--- config.mk ---
export PLATFORM = sky130hd
export DESIGN_NAME = bidir_bus_ctrl_flat
export DESIGN_NICKNAME = d
export VERILOG_FILES = /design/src/rtl/bidir_bus_ctrl_if.sv /design/src/rtl/bidir_bus_ctrl.sv /design/src/flat_wrapper.sv
export SDC_FILE = /design/constraint.sdc
export NUM_CORES = 1
export LEC_CHECK = 0
export ABC_AREA = 1
export CORE_MARGIN = 4
export CORE_UTILIZATION = 39
export DETAILED_ROUTE_END_ITERATION = 8
export PLACE_DENSITY = 0.79
export SLEW_MARGIN = 20
export SYNTH_ARGS = -nofsm -noshare
export SYNTH_HDL_FRONTEND = slang
export SYNTH_SLANG_ARGS = --single-unit
--- constraint.sdc ---
create_clock -name clk -period 1.6 [get_ports clk]
set_input_delay 0.32 -clock clk [delete_from_list [all_inputs] [get_ports clk]]
set_output_delay 0.32 -clock clk [all_outputs]
set_load 0.1 [all_outputs]
--- src/rtl/bidir_bus_ctrl_if.sv ---
// Bus-side signal bundle for bidir_bus_ctrl.
// slave  : the controller's view (requests in, grants/bus drive out).
// master : the environment's view (requesters, external device, buffer).
//
// Handshake: a local beat is transferred on a rising clk edge where reqN_valid
// and reqN_ready are both 1. A requester holds valid and data steady until it
// sees ready. Ready is only asserted for the granted requester during DRIVE.
interface bidir_bus_ctrl_if #(
  parameter int WIDTH = 8
);
  logic             req0_valid;
  logic [WIDTH-1:0] req0_data;
  logic             req0_ready;
  logic             req1_valid;
  logic [WIDTH-1:0] req1_data;
  logic             req1_ready;
  logic             ext_req;
  logic             ext_gnt;
  logic             oe;
  logic [WIDTH-1:0] bus_out;
  logic [WIDTH-1:0] bus_in;
  logic             rx_valid;
  logic [WIDTH-1:0] rx_data;
  logic             busy;
  logic [1:0]       state_dbg;

  modport slave (
    input  req0_valid, req0_data, req1_valid, req1_data, ext_req, bus_in,
    output req0_ready, req1_ready, ext_gnt, oe, bus_out, rx_valid, rx_data,
           busy, state_dbg
  );

  modport master (
    output req0_valid, req0_data, req1_valid, req1_data, ext_req, bus_in,
    input  req0_ready, req1_ready, ext_gnt, oe, bus_out, rx_valid, rx_data,
           busy, state_dbg
  );
endinterface

--- src/rtl/bidir_bus_ctrl.sv ---
// Direction owner for one shared tri-state bus.
// Two local requesters share the outbound direction, one external device
// owns the inbound direction; every tenure is followed by TA_CYCLES idle
// turnaround cycles plus one IDLE decision cycle so owners never overlap.
// Optional macro ARB_RR_EN: round-robin between the local requesters
// (default: fixed priority, req0 over req1).
// state_dbg: 0=IDLE 1=DRIVE 2=RECV 3=TURN.
module bidir_bus_ctrl #(
  parameter int WIDTH     = 8,
  parameter int TA_CYCLES = 1,
  parameter int BURST_MAX = 4
) (
  input  logic               clk,
  input  logic               rst,
  bidir_bus_ctrl_if.slave    bus
);

  typedef enum logic [1:0] {
    IDLE  = 2'd0,
    DRIVE = 2'd1,
    RECV  = 2'd2,
    TURN  = 2'd3
  } state_t;

  localparam int CW = $clog2(BURST_MAX + 1);
  localparam int TW = $clog2(TA_CYCLES + 1);

  state_t           state;
  state_t           state_next;
  logic [CW-1:0]    count;
  logic [TW-1:0]    ta_cnt;
  logic             gnt_sel;
  logic             gnt_sel_next;
  logic             last_ext;
  logic             last_ext_next;
  logic             oe_q;
  logic             ext_gnt_q;
  logic             rx_valid_q;
  logic [WIDTH-1:0] rx_data_q;
  logic             any_local;
  logic             granted_valid;
  logic             beat;
  logic             capture;
  logic             burst_end;
  logic             local_pick;
`ifdef ARB_RR_EN
  logic             last_local;
`endif

  assign any_local     = bus.req0_valid | bus.req1_valid;
  assign granted_valid = gnt_sel ? bus.req1_valid : bus.req0_valid;
  assign beat          = (state == DRIVE) & granted_valid;
  assign capture       = (state == RECV) & bus.ext_req;
  assign burst_end     = (count == CW'(BURST_MAX - 1));

  // Local arbitration: which requester (0/1) would win a grant this cycle.
  always_comb begin
    local_pick = 1'b0;
`ifdef ARB_RR_EN
    if (bus.req0_valid && bus.req1_valid) begin
      local_pick = ~last_local;
    end else begin
      local_pick = ~bus.req0_valid;
    end
`else
    local_pick = ~bus.req0_valid;
`endif
  end

  // State register plus registered bus-direction and receive datapath.
  always_ff @(posedge clk or posedge rst) begin
    if (rst) begin
      state      <= IDLE;
      gnt_sel    <= 1'b0;
      last_ext   <= 1'b0;
      count      <= '0;
      ta_cnt     <= '0;
      oe_q       <= 1'b0;
      ext_gnt_q  <= 1'b0;
      rx_valid_q <= 1'b0;
      rx_data_q  <= '0;
`ifdef ARB_RR_EN
      last_local <= 1'b1;
`endif
    end else begin
      state      <= state_next;
      gnt_sel    <= gnt_sel_next;
      last_ext   <= last_ext_next;
      oe_q       <= (state_next == DRIVE);
      ext_gnt_q  <= (state_next == RECV);
      rx_valid_q <= capture;
      if (capture) begin
        rx_data_q <= bus.bus_in;
      end
      if (state == TURN) begin
        count  <= '0;
        ta_cnt <= ta_cnt + TW'(1);
      end else begin
        ta_cnt <= '0;
        if (beat || capture) begin
          count <= count + CW'(1);
        end
      end
`ifdef ARB_RR_EN
      if (state == IDLE && state_next == DRIVE) begin
        last_local <= local_pick;
      end
`endif
    end
  end

  // Next-state decision, grant selection and ext/local alternation.
  always_comb begin
    state_next    = state;
    gnt_sel_next  = gnt_sel;
    last_ext_next = last_ext;
    case (state)
      IDLE: begin
        if (bus.ext_req && (!last_ext || !any_local)) begin
          state_next    = RECV;
          last_ext_next = 1'b1;
        end else if (any_local) begin
          state_next    = DRIVE;
          gnt_sel_next  = local_pick;
          last_ext_next = 1'b0;
        end
      end
      DRIVE: begin
        if (!granted_valid || burst_end) begin
          state_next = TURN;
        end
      end
      RECV: begin
        if (!bus.ext_req || burst_end) begin
          state_next = TURN;
        end
      end
      TURN: begin
        if (ta_cnt == TW'(TA_CYCLES - 1)) begin
          state_next = IDLE;
        end
      end
      default: state_next = IDLE;
    endcase
  end

  // Outputs: ready and the outbound data mux follow the granted requester.
  always_comb begin
    bus.req0_ready = 1'b0;
    bus.req1_ready = 1'b0;
    bus.bus_out    = '0;
    if (state == DRIVE) begin
      bus.req0_ready = ~gnt_sel & bus.req0_valid;
      bus.req1_ready = gnt_sel & bus.req1_valid;
      bus.bus_out    = gnt_sel ? bus.req1_data : bus.req0_data;
    end
    bus.busy      = (state != IDLE);
    bus.state_dbg = state;
    bus.oe        = oe_q;
    bus.ext_gnt   = ext_gnt_q;
    bus.rx_valid  = rx_valid_q;
    bus.rx_data   = rx_data_q;
  end

endmodule

--- src/flat_wrapper.sv ---
// flat-port wrapper written by rule: the top's interface ports become plain ports
module bidir_bus_ctrl_flat 
#(
  parameter int WIDTH     = 8,
  parameter int TA_CYCLES = 1,
  parameter int BURST_MAX = 4
)
  (clk, rst, bus_req0_valid, bus_req0_data, bus_req1_valid, bus_req1_data, bus_ext_req, bus_bus_in, bus_req0_ready, bus_req1_ready, bus_ext_gnt, bus_oe, bus_bus_out, bus_rx_valid, bus_rx_data, bus_busy, bus_state_dbg);
  bidir_bus_ctrl_if #(.WIDTH(WIDTH)) bus_i ();
  input  logic clk;
  input  logic rst;
  input wire logic [$bits(bus_i.req0_valid)-1:0] bus_req0_valid;
  input wire logic [$bits(bus_i.req0_data)-1:0] bus_req0_data;
  input wire logic [$bits(bus_i.req1_valid)-1:0] bus_req1_valid;
  input wire logic [$bits(bus_i.req1_data)-1:0] bus_req1_data;
  input wire logic [$bits(bus_i.ext_req)-1:0] bus_ext_req;
  input wire logic [$bits(bus_i.bus_in)-1:0] bus_bus_in;
  output wire logic [$bits(bus_i.req0_ready)-1:0] bus_req0_ready;
  output wire logic [$bits(bus_i.req1_ready)-1:0] bus_req1_ready;
  output wire logic [$bits(bus_i.ext_gnt)-1:0] bus_ext_gnt;
  output wire logic [$bits(bus_i.oe)-1:0] bus_oe;
  output wire logic [$bits(bus_i.bus_out)-1:0] bus_bus_out;
  output wire logic [$bits(bus_i.rx_valid)-1:0] bus_rx_valid;
  output wire logic [$bits(bus_i.rx_data)-1:0] bus_rx_data;
  output wire logic [$bits(bus_i.busy)-1:0] bus_busy;
  output wire logic [$bits(bus_i.state_dbg)-1:0] bus_state_dbg;
  assign bus_i.req0_valid = bus_req0_valid;
  assign bus_i.req0_data = bus_req0_data;
  assign bus_i.req1_valid = bus_req1_valid;
  assign bus_i.req1_data = bus_req1_data;
  assign bus_i.ext_req = bus_ext_req;
  assign bus_i.bus_in = bus_bus_in;
  assign bus_req0_ready = bus_i.req0_ready;
  assign bus_req1_ready = bus_i.req1_ready;
  assign bus_ext_gnt = bus_i.ext_gnt;
  assign bus_oe = bus_i.oe;
  assign bus_bus_out = bus_i.bus_out;
  assign bus_rx_valid = bus_i.rx_valid;
  assign bus_rx_data = bus_i.rx_data;
  assign bus_busy = bus_i.busy;
  assign bus_state_dbg = bus_i.state_dbg;
  bidir_bus_ctrl #(.WIDTH(WIDTH), .TA_CYCLES(TA_CYCLES), .BURST_MAX(BURST_MAX)) u_core (.clk(clk), .rst(rst), .bus(bus_i));
endmodule
==> flow_summary_export.csv <==
group,metric,value,unit
timing,max_freq,580.6,MHz
cts,ctsHoldBuffers,0,
timing,worst_slew_pin_slew,242.4,ps
cts,cts.sinks,19,
floorplanning,core_area,0.002477,mm2
timing,setup_viol,11,
placement,place.gp.congestion,0.8084,
timing,slew_viol_final,0,
routing,post_drt_via_cell_ratio,4.766,
cts,cts_max_path_buffers,2,
floorplanning,die_y,59.14,um
setup_path,cpMaxStageDelayCell,"dfrtp_4",
routing,route.detailed.drc,0,
routing,drt_iter0_drc,16,
logic_synthesis,synthFlopType,"dfrtp_1",
grt,grt_usage,19.02,%
setup_path,criticalPathCategory,"flip-flop to output port",
run_status,violations,"negative setup slack",
run_status,status,"complete, but fails checks",
floorplanning,num_rows,18,
logic_synthesis,syn_area,0.001020,mm2
logic_synthesis,synth_cells,128,
final_layout,nets,224,
routing,vias,1058,
timing,finClkSkew,1.997,ps
routing,drt-wirelength-per-cell,12.97,um
timing,period_needed,1722,ps
grt,grt_pass1_wl,5057,um
setup_path,worstPathCellList,"nor2_4 -> buf_6 -> inv_8 -> a21oi_4 -> buf_12",
cts,insertion_delay,290,ps
logic_synthesis,synth_area_per_cell,7.967,um2
cts,cts_tree,"built",
logic_synthesis,yosysSeqAreaShare,46.63,%
final_layout,mostFrequentLayoutCells,"nand2_1, clkdlybuf4s50_1, buf_12",
cts,htreeDepth,1,
grt,antenna_found_initial,0,
logic_synthesis,async_flop_share,100.0,%
logic_synthesis,ys_types,20,
routing,drt-pass1-iter-count,4,
timing,setup_ws,-122.2,ps
setup_path,slowest_delay,500,ps
placement,portBuffers,52,
grt,grt_overflow,0,
timing,rsz0062_at_grt,"yes",
final_layout,drive_gt1_share,35.94,%
setup_path,crit_path_start_kind,"flip-flop",
flow_run,drv_cap,0,
timing,finalCritPeriodShare,107.6,%
grt,grt_pass1_vias,1118,
logic_synthesis,yosys_warnings,0,
routing,routed_wl,2879,um
setup_path,cp_max_fo,5,
placement,dp_hpwl,2344,um
cts,cts_buffers,3,
final_layout,n_antenna_cell,0,
cts,clk_pin_slew,100,ps
logic_synthesis,syn-num-nets,159,
setup_path,cp.required,1280,ps
timing,hold_violations,0,
final_layout,syn_to_final_growth,101.7,%
setup_path,ff2ff_setup_slack,270,ps
final_layout,final_util,83.03,%
timing,timing.hold.ws,364.4,ps
placement,dp_slack,1.095,ps
hold_path,hold_class,"input port to async pin",
floorplanning,die-width,59.14,um
timing,relSlewSlack,83.84,%
setup_path,crit_arrival,1400,ps
grt,grt_max_degree,20,
routing,ant_nets,0,
logic_synthesis,ys_seq_elements,19,
final_layout,mostFrequentLayoutCell,"nand2_1",
setup_path,critPathCaptureType,"output port",
logic_synthesis,synth-edff-count,0,
floorplanning,dieArea,0.003497,mm2
cts,root_buffer,"clkbuf_4",
floorplanning,ioPinCount,53,
floorplanning,initial_core_util,41.16,%
final_layout,n_fill_cell,158,
## worst max-delay path: cells and delay by family, from the launching register on
kind                   cells  cell delay (ps)
DFF                        1              500
buffers and inverters      3              360
AOI/OAI and AO/OA          1              140
and+or+nand+nor            1              110
## cell families (layout without fill, tap and decap cells)
| kind of cell | count (synthesis) | count (layout) | share of synthesized area (%) |
|---|---|---|---|
| AOI/OAI and AO/OA | 16 | 16 | 8.956 |
| adders and majority gates | 2 | 2 | 2.454 |
| buffers and inverters | 17 | 81 | 8.711 |
| DFF | 19 | 19 | 46.63 |
| and+or+nand+nor | 74 | 74 | 33.25 |
## through the flow
stage | setup TNS (ps) | cell area, um2 | cells
after CTS | -1187 | 2049 | 222
after floorplan | -3842 | 1155 | 128
after global routing | -1943 | 2057 | 222
after global placement | 0 | 1953 | 212
final | -1132 | 2057 | 222
after detailed placement | 0 | 1953 | 212
## Yosys cell counts (2+ instances only)
cell type  instances  area share, %
dfrtp_1           19             47
nand3_1            4            2.0
inv_1              9            3.3
a21oi_1           10            4.9
nand2_2            6            3.7
nand2_1           53             20
ha_1               2            2.5
inv_2              4            1.5
nor2_1             6            2.2
o21ai_0            3            1.5
buf_6              3            3.3
## registers in the layout, indices dropped and copies added, names as in the netlist
name and flops:
u_core.count 3, u_core.bus.ext_gnt 1, u_core.bus.oe 1, u_core.bus.state_dbg 2, u_core.gnt_sel 1, u_core.bus.rx_valid 1, u_core.last_ext 1, u_core.bus.rx_data 8
u_core.ta_cnt 1
## worst paths after layout
path / startpoint / endpoint / cells past startpoint
min: rst / u_core.bus.rx_data[7] / 3
min in group clk: u_core.ta_cnt / u_core.ta_cnt / 1
max in group asynchronous: rst / u_core.bus.state_dbg[0] / 3
max reg2reg: u_core.count[0] / u_core.bus.oe / 7
min reg2reg: u_core.ta_cnt / u_core.ta_cnt / 1
max: u_core.bus.state_dbg[1] / bus_bus_out[3] / 5
## repair_timing
item	CTS	global route
endpoints found under the setup margin	11	11
gates cloned	1	0
resized for setup	8	2
pin swaps	1	0
setup buffers	5	0
## area by class of cell
type | instances | area, um2 | share of cell area, %
Timing Repair Buffer | 62 | 859.6 | 41.79
Multi-Input combinational cell | 92 | 568.0 | 27.62
Sequential cell | 19 | 484.2 | 23.54
Inverter | 14 | 70.07 | 3.406
Tap cell | 30 | 37.54 | 1.825
Clock buffer | 4 | 26.28 | 1.277
Timing Repair inverter | 1 | 11.26 | 0.5474
## metal layers
metal / up-vias / part of all wire (%) / wire length [um] / GRT usage, %
li1: 528 / - / - / -
met1: 474 / 38 / 1082 / 19.94
met2: 50 / 50 / 1435 / 35.33
met3: 6 / 11 / 330 / 5.229
met4: 0 / 1.0 / 30 / 7.767
met5: - / 0 / 0 / 0
Power is left out: the tool's default activity adds up to more than one toggle a clock period on the data nets, which glitch-free logic cannot reach.
